**config.mk**
```make
export PLATFORM = sky130hd
export DESIGN_NAME = pipe_hazard_ctrl
export DESIGN_NICKNAME = d
export VERILOG_FILES = /design/src/rtl/riscv_pkg.sv /design/src/rtl/id_reg_use_dec.sv /design/src/rtl/pipe_hazard_ctrl.sv
export SDC_FILE = /design/constraint.sdc
export NUM_CORES = 1
export LEC_CHECK = 0
export BUFFER_PORTS_ARGS = -buffer_cell sky130_fd_sc_hd__buf_2
export CORE_AREA = 2 2 95 97
export CTS_CLUSTER_DIAMETER = 100
export DETAILED_ROUTE_END_ITERATION = 8
export DIE_AREA = 0 0 97 99
export PLACE_DENSITY = 0.7
export SLEW_MARGIN = 25
export SYNTH_ARGS = -nofsm -noshare
export SYNTH_HDL_FRONTEND = slang
export SYNTH_SLANG_ARGS = --single-unit
```
**constraint.sdc**
```tcl
create_clock -name clk -period 2.6 [get_ports clk]
set_input_delay 0.52 -clock clk [delete_from_list [all_inputs] [get_ports clk]]
set_output_delay 0.52 -clock clk [all_outputs]
set_load 0.03 [all_outputs]
```
**src/rtl/riscv_pkg.sv**
```systemverilog
// Shared core definitions: opcodes, controller
// state encoding and ID register-use bundle.
package riscv_pkg;

  localparam logic [6:0] OP_R      = 7'b0110011;
  localparam logic [6:0] OP_IMM    = 7'b0010011;
  localparam logic [6:0] OP_LOAD   = 7'b0000011;
  localparam logic [6:0] OP_STORE  = 7'b0100011;
  localparam logic [6:0] OP_BRANCH = 7'b1100011;

  localparam logic [31:0] NOP_INSTR = 32'h00000013;

  typedef enum logic [1:0] {
    ST_RUN     = 2'd0,
    ST_WAIT    = 2'd1,
    ST_FLUSH   = 2'd2,
    ST_LUSTALL = 2'd3
  } ctrl_state_e;

  typedef struct packed {
    logic [4:0] rs1;
    logic [4:0] rs2;
    logic [4:0] rd;
    logic       uses_rs1;
    logic       uses_rs2;
    logic       writes_rd;
    logic       mem_read;
  } id_use_t;

endpackage

```
**src/rtl/id_reg_use_dec.sv**
```systemverilog
// Register-use decode of the IF/ID word:
// which sources it reads, whether it writes rd.
module id_reg_use_dec
  import riscv_pkg::*;
(
  input  logic [31:0] id_instr,
  output logic [4:0]  rs1,
  output logic [4:0]  rs2,
  output logic [4:0]  rd,
  output logic        uses_rs1,
  output logic        uses_rs2,
  output logic        writes_rd,
  output logic        mem_read
);

  assign rs1 = id_instr[19:15];
  assign rs2 = id_instr[24:20];
  assign rd  = id_instr[11:7];

  // opcode class -> register usage flags
  always_comb begin
    uses_rs1  = 1'b0;
    uses_rs2  = 1'b0;
    writes_rd = 1'b0;
    mem_read  = 1'b0;
    unique case (id_instr[6:0])
      OP_R: begin
        uses_rs1  = 1'b1;
        uses_rs2  = 1'b1;
        writes_rd = 1'b1;
      end
      OP_IMM: begin
        uses_rs1  = 1'b1;
        writes_rd = 1'b1;
      end
      OP_LOAD: begin
        uses_rs1  = 1'b1;
        writes_rd = 1'b1;
        mem_read  = 1'b1;
      end
      OP_STORE, OP_BRANCH: begin
        uses_rs1 = 1'b1;
        uses_rs2 = 1'b1;
      end
      default: ;
    endcase
  end

endmodule

```
**src/rtl/pipe_hazard_ctrl.sv**
```systemverilog
// Pipeline hazard controller: load-use, branch
// flush and dmem wait arbitration plus counters.
module pipe_hazard_ctrl
  import riscv_pkg::*;
#(
  parameter int TIMEOUT_CYC = 64,
  parameter int CNT_W       = 32
) (
  input  logic             clk,
  input  logic             rst_n,
  input  logic [31:0]      id_instr,
  input  logic             ex_branch_taken,
  input  logic             mem_req,
  input  logic             dmem_ready,
  output logic             pc_write,
  output logic             if_id_write,
  output logic             if_id_flush,
  output logic             id_ex_bubble,
  output logic             ex_mem_write,
  output logic [1:0]       ctrl_state,
  output logic [CNT_W-1:0] stall_cnt,
  output logic [CNT_W-1:0] flush_cnt,
  output logic             mem_timeout
);

  localparam int TW = $clog2(TIMEOUT_CYC + 1);
  localparam logic [TW-1:0] TMAX = TW'(TIMEOUT_CYC);

  id_use_t     dec;
  ctrl_state_e state_q, state_d;
  logic [4:0]  ex_rd_q;
  logic        ex_memrd_q;
  logic [TW-1:0] wcnt_q;
  logic        memwait, do_br, do_lu, lu;

  id_reg_use_dec u_dec (
    .id_instr  (id_instr),
    .rs1       (dec.rs1),
    .rs2       (dec.rs2),
    .rd        (dec.rd),
    .uses_rs1  (dec.uses_rs1),
    .uses_rs2  (dec.uses_rs2),
    .writes_rd (dec.writes_rd),
    .mem_read  (dec.mem_read)
  );

  // While in reset the outputs show the
  // no-hazard RUN values regardless of inputs.
  assign lu = ex_memrd_q && (ex_rd_q != 5'd0) &&
              ((dec.uses_rs1 && dec.rs1 == ex_rd_q) ||
               (dec.uses_rs2 && dec.rs2 == ex_rd_q));

  assign memwait = rst_n && mem_req && !dmem_ready;
  assign do_br   = rst_n && !memwait && ex_branch_taken;
  assign do_lu   = !memwait && !do_br && lu;

  assign ctrl_state = state_q;

  // prioritised Mealy enables and next state
  always_comb begin
    pc_write     = 1'b1;
    if_id_write  = 1'b1;
    if_id_flush  = 1'b0;
    id_ex_bubble = 1'b0;
    ex_mem_write = 1'b1;
    state_d      = ST_RUN;
    unique case (1'b1)
      memwait: begin
        pc_write     = 1'b0;
        if_id_write  = 1'b0;
        ex_mem_write = 1'b0;
        state_d      = ST_WAIT;
      end
      do_br: begin
        if_id_flush  = 1'b1;
        id_ex_bubble = 1'b1;
        state_d      = ST_FLUSH;
      end
      do_lu: begin
        pc_write     = 1'b0;
        if_id_write  = 1'b0;
        id_ex_bubble = 1'b1;
        state_d      = ST_LUSTALL;
      end
      default: ;
    endcase
  end

  // state register
  always_ff @(posedge clk or negedge rst_n) begin
    if (!rst_n) state_q <= ST_RUN;
    else        state_q <= state_d;
  end

  // shadow of the instruction entering EX
  always_ff @(posedge clk or negedge rst_n) begin
    if (!rst_n) begin
      ex_rd_q    <= 5'd0;
      ex_memrd_q <= 1'b0;
    end else if (memwait) begin
      ex_rd_q    <= ex_rd_q;
      ex_memrd_q <= ex_memrd_q;
    end else if (id_ex_bubble) begin
      ex_rd_q    <= 5'd0;
      ex_memrd_q <= 1'b0;
    end else begin
      ex_rd_q    <= dec.writes_rd ? dec.rd : 5'd0;
      ex_memrd_q <= dec.mem_read;
    end
  end

  // performance counters, wrap naturally
  always_ff @(posedge clk or negedge rst_n) begin
    if (!rst_n) begin
      stall_cnt <= '0;
      flush_cnt <= '0;
    end else begin
      if (!pc_write) stall_cnt <= stall_cnt + CNT_W'(1);
      if (do_br)     flush_cnt <= flush_cnt + CNT_W'(1);
    end
  end

  // consecutive wait length, saturating,
  // with a sticky timeout flag
  always_ff @(posedge clk or negedge rst_n) begin
    if (!rst_n) begin
      wcnt_q      <= '0;
      mem_timeout <= 1'b0;
    end else if (memwait) begin
      if (wcnt_q != TMAX) wcnt_q <= wcnt_q + TW'(1);
      if (wcnt_q == TMAX - TW'(1)) mem_timeout <= 1'b1;
    end else begin
      wcnt_q <= '0;
    end
  end

endmodule

```
# Yosys cells after proc, flatten, opt, wreduce, memory -nomap -nowiden
# Cells that the tools add are included.
# totals
in_bits	37
wordCells	55
register_bits	80
output_inout_bits	72
# op_classes
muxes	14
n_reduce_logical	21
n_eq_ne	10
add_sub_neg	3
# op_table
operator	n
32-bit by 1-bit adder with 32-bit output, second input constant	2
7-bit by 6-bit equality test with 1-bit output, second input constant	3
7-bit two-way mux	2
5-bit equality test	2
1-bit logical AND	10
5-bit two-way mux	2
1-bit two-way mux	9
7-bit by 1-bit adder with 7-bit output, second input constant	1
7-bit by 2-bit equality test with 1-bit output, second input constant	1
7-bit by 5-bit equality test with 1-bit output, second input constant	1
7-bit equality test, second input constant	1
7-bit != test, second input constant	1
2-bit one-hot mux with 3 select lines	1
3-bit OR reduction	2
5-bit nonzero test	1
5-bit OR reduction	1
2-bit OR reduction	2
1-bit zero test	3
2-bit by 1-bit != test with 1-bit output, second input constant	1
2-bit AND reduction	1
1-bit logical OR	1

# Longest topological paths before layout
# Gate-level depths: netlist of run 1.
# logic_depth
word_depth	11
mapped_depth	8

# By module
# Synthesis of run 1 repeated with hierarchy kept, for this count alone.
# unflattened
hier_cells	368
area_unflattened_um2	4036.4
# modules_own_cells
mod	n_inst	area_per_inst_um2	cells_per_inst
pipe_hazard_ctrl	1	3843.7	346
id_reg_use_dec	1	192.7	22

# Least setup slack after synthesis of run 1
# No wires, ideal clock.
# synth_path
path_type	input-to-output
from	in dmem_ready
to	out pc_write
setup_slack_ns	-0.150
stages	8
arrival_time_ns	2.230
path_buffers	3
path_cell_list	and2b_1 and2_1 buf_4 clkinv_1 o21ai_4 buf_2 inv_1 buf_4
# synth_via
elab_chain_cells	10
# synth_lines
element	line	text
from (decl)	pipe_hazard_ctrl.sv:14	input logic dmem_ready,
1-bit zero test (*)	pipe_hazard_ctrl.sv:53	assign memwait = rst_n && mem_req && !dmem_ready;
1-bit logical AND (*)	pipe_hazard_ctrl.sv:53	
1-bit zero test	pipe_hazard_ctrl.sv:54, pipe_hazard_ctrl.sv:55	
1-bit logical AND (2 in a row)	pipe_hazard_ctrl.sv:54	assign do_br = rst_n && !memwait && ex_branch_taken;
1-bit zero test	pipe_hazard_ctrl.sv:55	assign do_lu = !memwait && !do_br && lu;
1-bit logical AND (2 in a row)	pipe_hazard_ctrl.sv:55	
2-bit OR reduction (no source line) (*)	--	
1-bit two-way mux (*)	--	
to (decl)	pipe_hazard_ctrl.sv:15	output logic pc_write,
# Every way passes the cells marked *; elsewhere a longest branch is shown, timed or not.

# Final worst setup path of run 1
# layout_path
from	reg ex_rd_q[1]
to	out pc_write
# layout_via
elab_chain_cells	7
elab_cells_between_ends	11
cone_classes	eq/ne: 2; mux: 1; reduce/logical: 8
# layout_lines
element	line	text
from (decl)	pipe_hazard_ctrl.sv:31	logic [4:0] ex_rd_q;
from (signal assigned)	pipe_hazard_ctrl.sv:101	ex_rd_q <= ex_rd_q;
from (signal assigned)	pipe_hazard_ctrl.sv:107	ex_rd_q <= dec.writes_rd ? dec.rd : 5'd0;
5-bit equality test (on tied branches)	pipe_hazard_ctrl.sv:50, pipe_hazard_ctrl.sv:51	
1-bit logical AND (on tied branches)	pipe_hazard_ctrl.sv:50, pipe_hazard_ctrl.sv:51	
1-bit logical OR	pipe_hazard_ctrl.sv:50	((dec.uses_rs1 && dec.rs1 == ex_rd_q) ||
1-bit logical AND (*)	pipe_hazard_ctrl.sv:49	assign lu = ex_memrd_q && (ex_rd_q != 5'd0) &&
1-bit logical AND (*)	pipe_hazard_ctrl.sv:55	
2-bit OR reduction (no source line) (*)	--	
1-bit two-way mux (*)	pipe_hazard_ctrl.sv:67	unique case (1'b1)
# Marks and branches as above.

==> metrics, run 1 <==
chip height 99 um; Period minus WS final 2.53 ns; final non-filler cell total 557; GRT overflow 0; Layout Nets 486; DRT Wirelength 7.96 mm; P&R area growth vs syn 23.3%; drc violations 0; ys flop type dfrtp_1; register area share after synthesis 0.531; Synth area leaders dfrtp_1, xnor2_1, xor2_1; post-DP HPWL 5.63 mm; Port Buffer Count 98; Mean Syn Cell Area 11.1 um^2; critical path capture point type output pin; CP peak stage delay 0.56 ns; Final setup viols 0; combinational power share 0.165; worst-case reg-to-reg path depth 6; Synthesized Nets 379; EDFF count, synth 0; crit path launch type flop; number of vias per cell 5.16; Tightest Pin Transition 0.689 ns; largest net degree at the start of global routing 79; CP max stage cell or4_1; clock buffer count from CTS 9; DRT Pass-1 Iters 4; H-tree Lvls 3; Synth async-reset ratio 1.00; Slew HR 0.541; GRT Total Usage 0.173; PD cells 624 nW/um^2; Reg2Reg Launch Point ex_rd_q[1]$_DFFE_PN0N_; post-detailed-route wirelength per cell 14.3 um; Buf/Inv on CP 2; Worst VDD drop 0.311 mV; final slew viol count 0; Yosys reg bits 80; Synth area leader dfrtp_1; RR Endpoint ex_rd_q[4]$_DFFE_PN0N_; vias in the first global route 2,920; Core Box Area 8550 um^2; skew final 0.0164 ns; Static Leakage 2.34 nW; clock latency on the worst-skew pair 0.36 ns; first-pass GRT wire length 13.4 mm; RSZ-0062 raised after global routing yes; Register Area 2000 um^2; Crit path arrival time 2.01 ns; # diodes 0; CTS tree built; top cell type's share of synthesized area 0.531; DP Cell Count 541; CP Class flop to output pin; clk sinks 80; Min-Delay Path Class primary input to async pin; CP max FO 4; post-synthesis cell count 338; cells along the critical path or4_1 -> o2111ai_2 -> o21ai_4 -> inv_1 -> buf_2; initial antenna violation count 0; post-CTS setup repair buffer count 0; Highest Clock Rate 395 MHz; IO Pins 109; CP delay by family, top simple AND/OR/NAND/NOR gates; crit share post-route 0.973; switching part of the total power 0.295; via count 2,873; Util after Layout 0.543; internal power 2.04 mW; DR iter-0 viols 98; ANT nets after route 0; Crit path required time 2.08 ns; reg2reg setup slack 0.28 ns; switching pwr 0.856 mW; Ys Warns 0; final-report hold violation count 0; status completed; clk slew on worst S/H paths 0.09 ns; commonest non-fill, non-tap cell in the layout buf_2; Root Driver clkbuf_8; starting density of the core 0.441; Max Buffers Root-to-Sink 2; Netlist Area Pre-Place 3770 um^2; gpl congestion 0.867; DIE WIDTH 97 um; part of the power in the clock network 0.347; # fillers 767; DIE AREA 9600 um^2; most frequent cells in the layout buf_2, dfrtp_1, xnor2_1; row count 34; max cap viols 0; fraction of layout cells with a size suffix above 1 0.292; multi-input logic area 1710 um^2; sequential power share 0.488; Netlist cell types 37
==> registers in the layout (all words and copies together), names as in the netlist <==
signal and flops:
ctrl_state 2, flush_cnt 32, ex_rd_q 5, stall_cnt 32, ex_memrd_q 1, wcnt_q 7, mem_timeout 1
==> what timing repair did <==
action	4_1_cts	5_1_grt
resized for setup	0	4
endpoints found under the hold margin	2	0
hold buffers	1	0
endpoints found under the setup margin	0	3
==> synth_stat cells (2+ instances only) <==
cell and n:
buf_2 3, ha_1 4, nand4_1 22, nor3_1 3, dfrtp_1 80, buf_4 2, nand2_1 29, nand4b_1 4
and2_1 5, inv_1 6, nand2b_1 3, clkbuf_1 3, a22o_1 6, xor2_1 19, mux2_2 3, nor2_1 21
nor4b_1 2, o32ai_1 2, xnor2_1 58, and4_1 6, a21oi_1 2, and3_1 18, nand3_1 23
==> layout make-up <==
| cell class | instances | area share |
|---|---|---|
| repair buffers | 105 | 0.119 |
| well taps | 108 | 0.0291 |
| multi-input cells | 242 | 0.368 |
| inverters | 7 | 0.00592 |
| clock buffers | 10 | 0.0296 |
| flip-flops and latches | 80 | 0.431 |
| clock inverters | 5 | 0.0175 |
==> cell families (layout without fill, tap and decap cells) <==
group / Yosys count / after routing / share of synthesized area
multiplexers: 3 / 3 / 0.00896
flip-flops: 80 / 80 / 0.531
buffers and inverters: 16 / 127 / 0.0189
AND/OR/NAND/NOR: 144 / 144 / 0.215
AO/OA/AOI/OAI: 14 / 14 / 0.0339
XOR/XNOR: 77 / 77 / 0.179
adder cells (fa/ha/maj): 4 / 4 / 0.0133
==> worst max-delay path by stage <==
| stage | end | depth (start not counted) | slack, ns | startpoint |
|---|---|---|---|---|
| finish | pc_write | 5 | 0.07 | ex_rd_q[1]$_DFFE_PN0N_ |
| global route | id_ex_bubble | 5 | -0.04 | ex_rd_q[0]$_DFFE_PN0N_ |
| CTS | id_ex_bubble | 5 | 0.01 | ex_rd_q[3]$_DFFE_PN0N_ |
| detailed placement | id_ex_bubble | 6 | 0.24 | id_instr[18] |
| global placement | id_ex_bubble | 6 | 0.21 | id_instr[18] |
| floorplan | pc_write | 8 | 0.08 | dmem_ready |
==> through the flow <==
step / hold WS (ns) / total power, mW / worst slack, ns / cell area (um^2) / TNS, ns
finish: 0.325 / 2.90 / 0.0711 / 4650 / 0
global route: 0.371 / 3.05 / -0.0359 / 4650 / -0.0914
CTS: 0.378 / 2.94 / 0.0107 / 4630 / 0
detailed placement: 0.326 / 1.92 / 0.238 / 4400 / 0
global placement: 0.326 / 1.90 / 0.208 / 4400 / 0
floorplan: 0.224 / 1.72 / 0.0838 / 3770 / 0
==> power by group through the flow <==
stage	Sequential (mW)	Combinational (mW)	Clock, mW
finish	1.41	0.480	1.01
global route	1.43	0.528	1.09
CTS	1.41	0.484	1.04
detailed placement	1.44	0.482	0
global placement	1.43	0.469	0
floorplan	1.57	0.150	0
==> routing by layer <==
layer / global-route usage / wire length [um]
met1: 0.213 / 3490
met2: 0.278 / 3840
met3: 0.0652 / 528
met4: 0.0650 / 109
met5: 0 / 0
==> worst register-to-register path, cell delays in order (launching register included) <==
cell and delay [ns]:
dfrtp_1 0.45, or4_1 0.56, o2111ai_2 0.28, o21ai_4 0.07
buf_4 0.25, nor4b_4 0.45, a22o_1 0.19
(Power assumes the default switching activity.)
==> run 2: changes to the inputs <==
--- a/config.mk
+++ b/config.mk
@@ -6,10 +6,10 @@
 export NUM_CORES = 1
 export LEC_CHECK = 0
 export BUFFER_PORTS_ARGS = -buffer_cell sky130_fd_sc_hd__buf_2
-export CORE_AREA = 2 2 95 97
+export CORE_AREA = 3 3 96 98
 export CTS_CLUSTER_DIAMETER = 100
 export DETAILED_ROUTE_END_ITERATION = 8
-export DIE_AREA = 0 0 97 99
+export DIE_AREA = 0 0 99 101
 export PLACE_DENSITY = 0.7
 export SLEW_MARGIN = 25
 export SYNTH_ARGS = -nofsm -noshare
==> metrics, run 2 (same netlist as run 1, synthesis figures left out) <==
critical path capture point type output pin (unchanged); final non-filler cell total 560 (was 557); starting density of the core 0.441 (unchanged); Max Buffers Root-to-Sink 2 (unchanged); gpl congestion 0.864 (was 0.867); clock latency on the worst-skew pair 0.34 ns (was 0.36 ns); Static Leakage 2.34 nW (about the same); commonest non-fill, non-tap cell in the layout buf_2 (unchanged); final slew viol count 0 (unchanged); DRT Pass-1 Iters 6 (was 4); initial antenna violation count 0 (unchanged); skew final 0.00877 ns (was 0.0164 ns); ANT nets after route 0 (unchanged); Worst VDD drop 0.256 mV (was 0.311 mV); DRT Wirelength 8.10 mm (was 7.96 mm); post-DP HPWL 5.76 mm (was 5.63 mm); Port Buffer Count 98 (unchanged); DR iter-0 viols 79 (was 98); drc violations 0 (unchanged); grt met1 use 0.212 (was 0.213); clock buffer count from CTS 9 (unchanged); IO Pins 109 (unchanged); DIE AREA 10000 um^2 (was 9600 um^2); Crit path arrival time 2.01 ns (about the same); most frequent cells in the layout buf_2, dfrtp_1, xnor2_1 (unchanged); DP Cell Count 541 (unchanged); crit path launch type flop (unchanged); Final Cell Area 4690 um^2 (was 4650 um^2); H-tree Lvls 3 (unchanged); P&R area growth vs syn 24.3% (was 23.3%); CP Class flop to output pin (unchanged); vias in the first global route 2,884 (was 2,920); RSZ-0062 raised after global routing yes (unchanged); via count 2,835 (was 2,873); routing usage on met2 0.272 (was 0.278); crit path from ex_rd_q[1]$_DFFE_PN0N_ (unchanged); placed inst area 4410 um^2 (was 4400 um^2); met3 Usage GRT 0.0443 (was 0.0652); DIE WIDTH 99 um (was 97 um); # diodes 0 (unchanged); Final setup viols 0 (unchanged); Period minus WS final 2.53 ns (about the same); CTS tree built (unchanged); largest registers flush_cnt (32), stall_cnt (32), wcnt_q (7) (unchanged); GRT Total Usage 0.166 (was 0.173); PD cells 590 nW/um^2 (was 624 nW/um^2); Reg2Reg Launch Point ex_rd_q[1]$_DFFE_PN0N_ (unchanged); Crit path required time 2.08 ns (about the same); final-report hold violation count 0 (unchanged); Slew HR 0.636 (was 0.541); # fillers 807 (was 767); chip height 101 um (was 99 um); Tightest Pin Transition 0.545 ns (was 0.689 ns); Final WS setup 0.0680 ns (was 0.0711 ns); clk sinks 80 (unchanged); max cap viols 0 (unchanged); Min-Delay Path Class primary input to async pin (unchanged); first-pass GRT wire length 13.4 mm (about the same); Core Box Area 8550 um^2 (unchanged); Layout Nets 488 (was 486); CP max FO 4 (unchanged); largest net degree at the start of global routing 75 (was 79); Root Driver clkbuf_8 (unchanged); post-detailed-route wirelength per cell 14.5 um (was 14.3 um); Setup WS pre-CTS 0.163 ns (was 0.238 ns); Fin Hold WS 0.260 ns (was 0.325 ns); GRT overflow 0 (unchanged); row count 34 (unchanged); gr busiest metal met2 (unchanged); fraction of layout cells with a size suffix above 1 0.301 (was 0.292); clk slew on worst S/H paths 0.08 ns (was 0.09 ns); crit share post-route 0.974 (was 0.973); number of vias per cell 5.06 (was 5.16); status completed (unchanged); Highest Clock Rate 395 MHz (about the same)
-- run 2: path summary, 6_finish.rpt --
check                      depth (start not counted)  slack (ns)                        end
max                                                5        0.07                if_id_write
min                                                2        0.26   flush_cnt[5]$_DFFE_PN0P_
max reg2reg                                        6        0.45     ex_rd_q[0]$_DFFE_PN0N_
min reg2reg                                        1        0.47  flush_cnt[31]$_DFFE_PN0P_
max in group asynchronous                          2        1.76   flush_cnt[2]$_DFFE_PN0P_
min in group clk                                   2        0.39     ex_rd_q[3]$_DFFE_PN0N_
-- run 2: layout make-up --
cell class	instances	area [um^2]	area share
clock buffers	13	169	0.0360
clock inverters	3	23.8	0.00507
inverters	7	27.5	0.00587
multi-input cells	242	1730	0.369
flip-flops and latches	80	2000	0.428
well taps	108	135	0.0288
repair buffers	107	596	0.127
-- run 2: through the flow --
stage / TNS, ns / power (mW) / util
CTS: 0 / 2.80 / 0.541
finish: 0 / 2.76 / 0.548
global placement: 0 / 1.91 / 0.516
global route: -0.0269 / 2.91 / 0.548
detailed placement: 0 / 1.92 / 0.516
floorplan: 0 / 1.72 / -
-- run 2: routing by layer --
metal	part of all wire	vias up
li1	-	1387
met4	0.012	0
met3	0.061	9
met1	0.44	1380
met2	0.49	59
met5	0	-
-- run 2: what timing repair did --
action,4_1_cts,5_1_grt
hold endpoints to repair,6,0
pin swaps,0,3
hold buffers,1,0
setup buffers,0,1
endpoints found under the setup margin,3,3
gates resized for setup,2,9
-- run 2: power breakdown --
part           total [mW]  switching [mW]  internal (mW)
registers            1.42          0.0961           1.32
clock network       0.867           0.437          0.429
logic               0.481           0.315          0.166
-- run 2: worst max-delay path: stages, from the launching register on --
cell and delay (ns):
dfrtp_2 0.45, or4_4 0.55, o2111ai_4 0.27, o21ai_4 0.09
inv_1 0.10, clkbuf_4 0.21
==> run 3: changes to the inputs <==
--- a/config.mk
+++ b/config.mk
@@ -6,11 +6,11 @@
 export NUM_CORES = 1
 export LEC_CHECK = 0
 export BUFFER_PORTS_ARGS = -buffer_cell sky130_fd_sc_hd__buf_2
-export CORE_AREA = 3 3 96 98
+export CORE_AREA = 2 2 95 97
 export CTS_CLUSTER_DIAMETER = 100
 export DETAILED_ROUTE_END_ITERATION = 8
-export DIE_AREA = 0 0 99 101
-export PLACE_DENSITY = 0.7
+export DIE_AREA = 0 0 97 99
+export PLACE_DENSITY = 0.72
 export SLEW_MARGIN = 25
 export SYNTH_ARGS = -nofsm -noshare
 export SYNTH_HDL_FRONTEND = slang
==> constraint.sdc (replaced) <==
create_clock -name clk -period 2.2 [get_ports clk]
set_input_delay 0.44 -clock clk [delete_from_list [all_inputs] [get_ports clk]]
set_output_delay 0.44 -clock clk [all_outputs]
set_load 0.03 [all_outputs]
==> metrics, run 3 (same netlist as run 1, synthesis figures left out) <==
status complete, but fails checks (was completed); failing checks setup timing; Min-Delay Path Class primary input to async pin (unchanged); row count 34 (unchanged); via count 2,932 (was 2,835); crit share post-route 1.09; Tightest Pin Transition 0.711 ns (was 0.545 ns); DIE WIDTH 97 um (was 99 um); CTS tree built (unchanged); P&R area growth vs syn 26.8% (was 24.3%); IO Pins 109 (unchanged); Util after Layout 0.559 (was 0.548); Core Box Area 8550 um^2 (unchanged); post-detailed-route wirelength per cell 14.9 um (was 14.5 um); DR iter-0 viols 154 (was 79); Final WS setup -0.192 ns (was 0.0680 ns); Layout Nets 498 (was 488); final-report hold violation count 0 (unchanged); Period minus WS final 2.39 ns; clock latency on the worst-skew pair 0.34 ns (about the same); DIE AREA 9600 um^2 (was 10000 um^2); gpl congestion 0.873 (was 0.864); ANT nets after route 0 (unchanged); initial antenna violation count 0 (unchanged); DRT Pass-1 Iters 4 (was 6); CP max FO 4 (unchanged); multi-input logic area 1730 um^2 (unchanged); Root Driver clkbuf_8 (unchanged); drc violations 0 (unchanged); final slew viol count 0 (unchanged); PD cells 706 nW/um^2 (was 590 nW/um^2); Slew HR 0.526 (was 0.636); Register Area 2010 um^2 (was 2000 um^2); DRT Wirelength 8.46 mm (was 8.10 mm); CP peak stage delay 0.53 ns (was 0.55 ns); Highest Clock Rate 418 MHz; clk sinks 80 (unchanged); Max Buffers Root-to-Sink 2 (unchanged); crit path launch type flop (unchanged); # fillers 759 (was 807); GRT Total Usage 0.181 (was 0.166); largest registers flush_cnt (32), stall_cnt (32), wcnt_q (7) (unchanged); skew final 0.00891 ns (was 0.00877 ns); Port Buffer Count 98 (unchanged); CP Class flop to output pin (unchanged); Buf/Inv on CP 2 (unchanged); number of vias per cell 5.17 (was 5.06); CP max stage cell or4_4 (unchanged); largest net degree at the start of global routing 81 (was 75); critical path capture point type output pin (unchanged); starting density of the core 0.441 (unchanged); cells along the critical path or4_4 -> o2111ai_4 -> buf_6 -> o32ai_2 -> buf_4 (was or4_4 -> o2111ai_4 -> o21ai_4 -> inv_1 -> clkbuf_4); chip height 99 um (was 101 um); fraction of layout cells with a size suffix above 1 0.320 (was 0.301); Worst VDD drop 0.439 mV (was 0.256 mV); Crit path required time 1.76 ns (was 2.08 ns); setup TNS -0.540 ns (was 0 ns); commonest non-fill, non-tap cell in the layout buf_2 (unchanged); Static Leakage 2.39 nW (was 2.34 nW); max cap viols 0 (unchanged); first-pass GRT wire length 14.0 mm (was 13.4 mm); H-tree Lvls 3 (unchanged); GRT overflow 0 (unchanged); # diodes 0 (unchanged); clk slew on worst S/H paths 0.08 ns (about the same); most frequent cells in the layout buf_2, dfrtp_1, xnor2_1 (unchanged); CP delay by family, top simple AND/OR/NAND/NOR gates (unchanged); clock buffer count from CTS 9 (unchanged); post-DP HPWL 6.01 mm (was 5.76 mm); Crit path arrival time 1.95 ns (was 2.01 ns); Final setup viols 3 (was 0); vias in the first global route 2,815 (was 2,884); RSZ-0062 raised after global routing yes (unchanged)
## run 3: layout make-up
cell class / count / area share
repair buffers: 117 / 0.141
clock buffers: 9 / 0.0259
well taps: 108 / 0.0283
flip-flops and latches: 80 / 0.420
inverters: 7 / 0.00733
clock inverters: 4 / 0.0152
multi-input cells: 242 / 0.362
## run 3: layer usage
layer  GRT usage  part of all wire  vias to the layer above
li1            -                 -                     1403
met1       0.246              0.45                     1421
met2       0.277              0.48                       87
met3      0.0348             0.046                       21
met4      0.0932             0.028                        0
met5           0                 0                        -
## run 3: path summary, 6_finish.rpt
path,startpoint,to,slack [ns],cells past startpoint
max in group asynchronous,rst_n,ex_rd_q[2]$_DFFE_PN0N_,1.42,2
worst max-delay path,ex_rd_q[2]$_DFFE_PN0N_,id_ex_bubble,-0.19,5
worst max register to register,ex_rd_q[0]$_DFFE_PN0N_,stall_cnt[1]$_DFFE_PN0P_,0.05,8
min in group clk,id_instr[9],ex_rd_q[2]$_DFFE_PN0N_,0.32,2
worst min register to register,mem_timeout$_DFFE_PN0P_,mem_timeout$_DFFE_PN0P_,0.46,1
worst min-delay path,rst_n,flush_cnt[1]$_DFFE_PN0P_,0.27,2
## run 3: timing repair
action,CTS,global route
buffers inserted,3,5
setup endpoints to repair,3,3
pin swaps,7,15
gates resized for setup,10,4
hold buffers,0,0
## run 3: through the flow
stage | setup WS (ns) | power [mW] | instance area (um^2) | cells | hold slack (ns)
final | -0.192 | 3.37 | 4780 | 567 | 0.265
after global routing | -0.265 | 3.53 | 4780 | 567 | 0.313
after CTS | -0.207 | 3.40 | 4730 | 562 | 0.305
after detailed placement | -0.0202 | 2.26 | 4460 | 546 | 0.447
after global placement | 0.00622 | 2.25 | 4460 | 546 | 0.445
after floorplan | -0.0700 | 2.04 | 3790 | 338 | 0.144
## run 3: report_power, final
group          leakage [nW]  internal (mW)  switching [mW]
clock network        0.0970          0.619           0.510
registers              1.09           1.56           0.106
logic                  1.20          0.198           0.378
total                  2.39           2.38           0.995
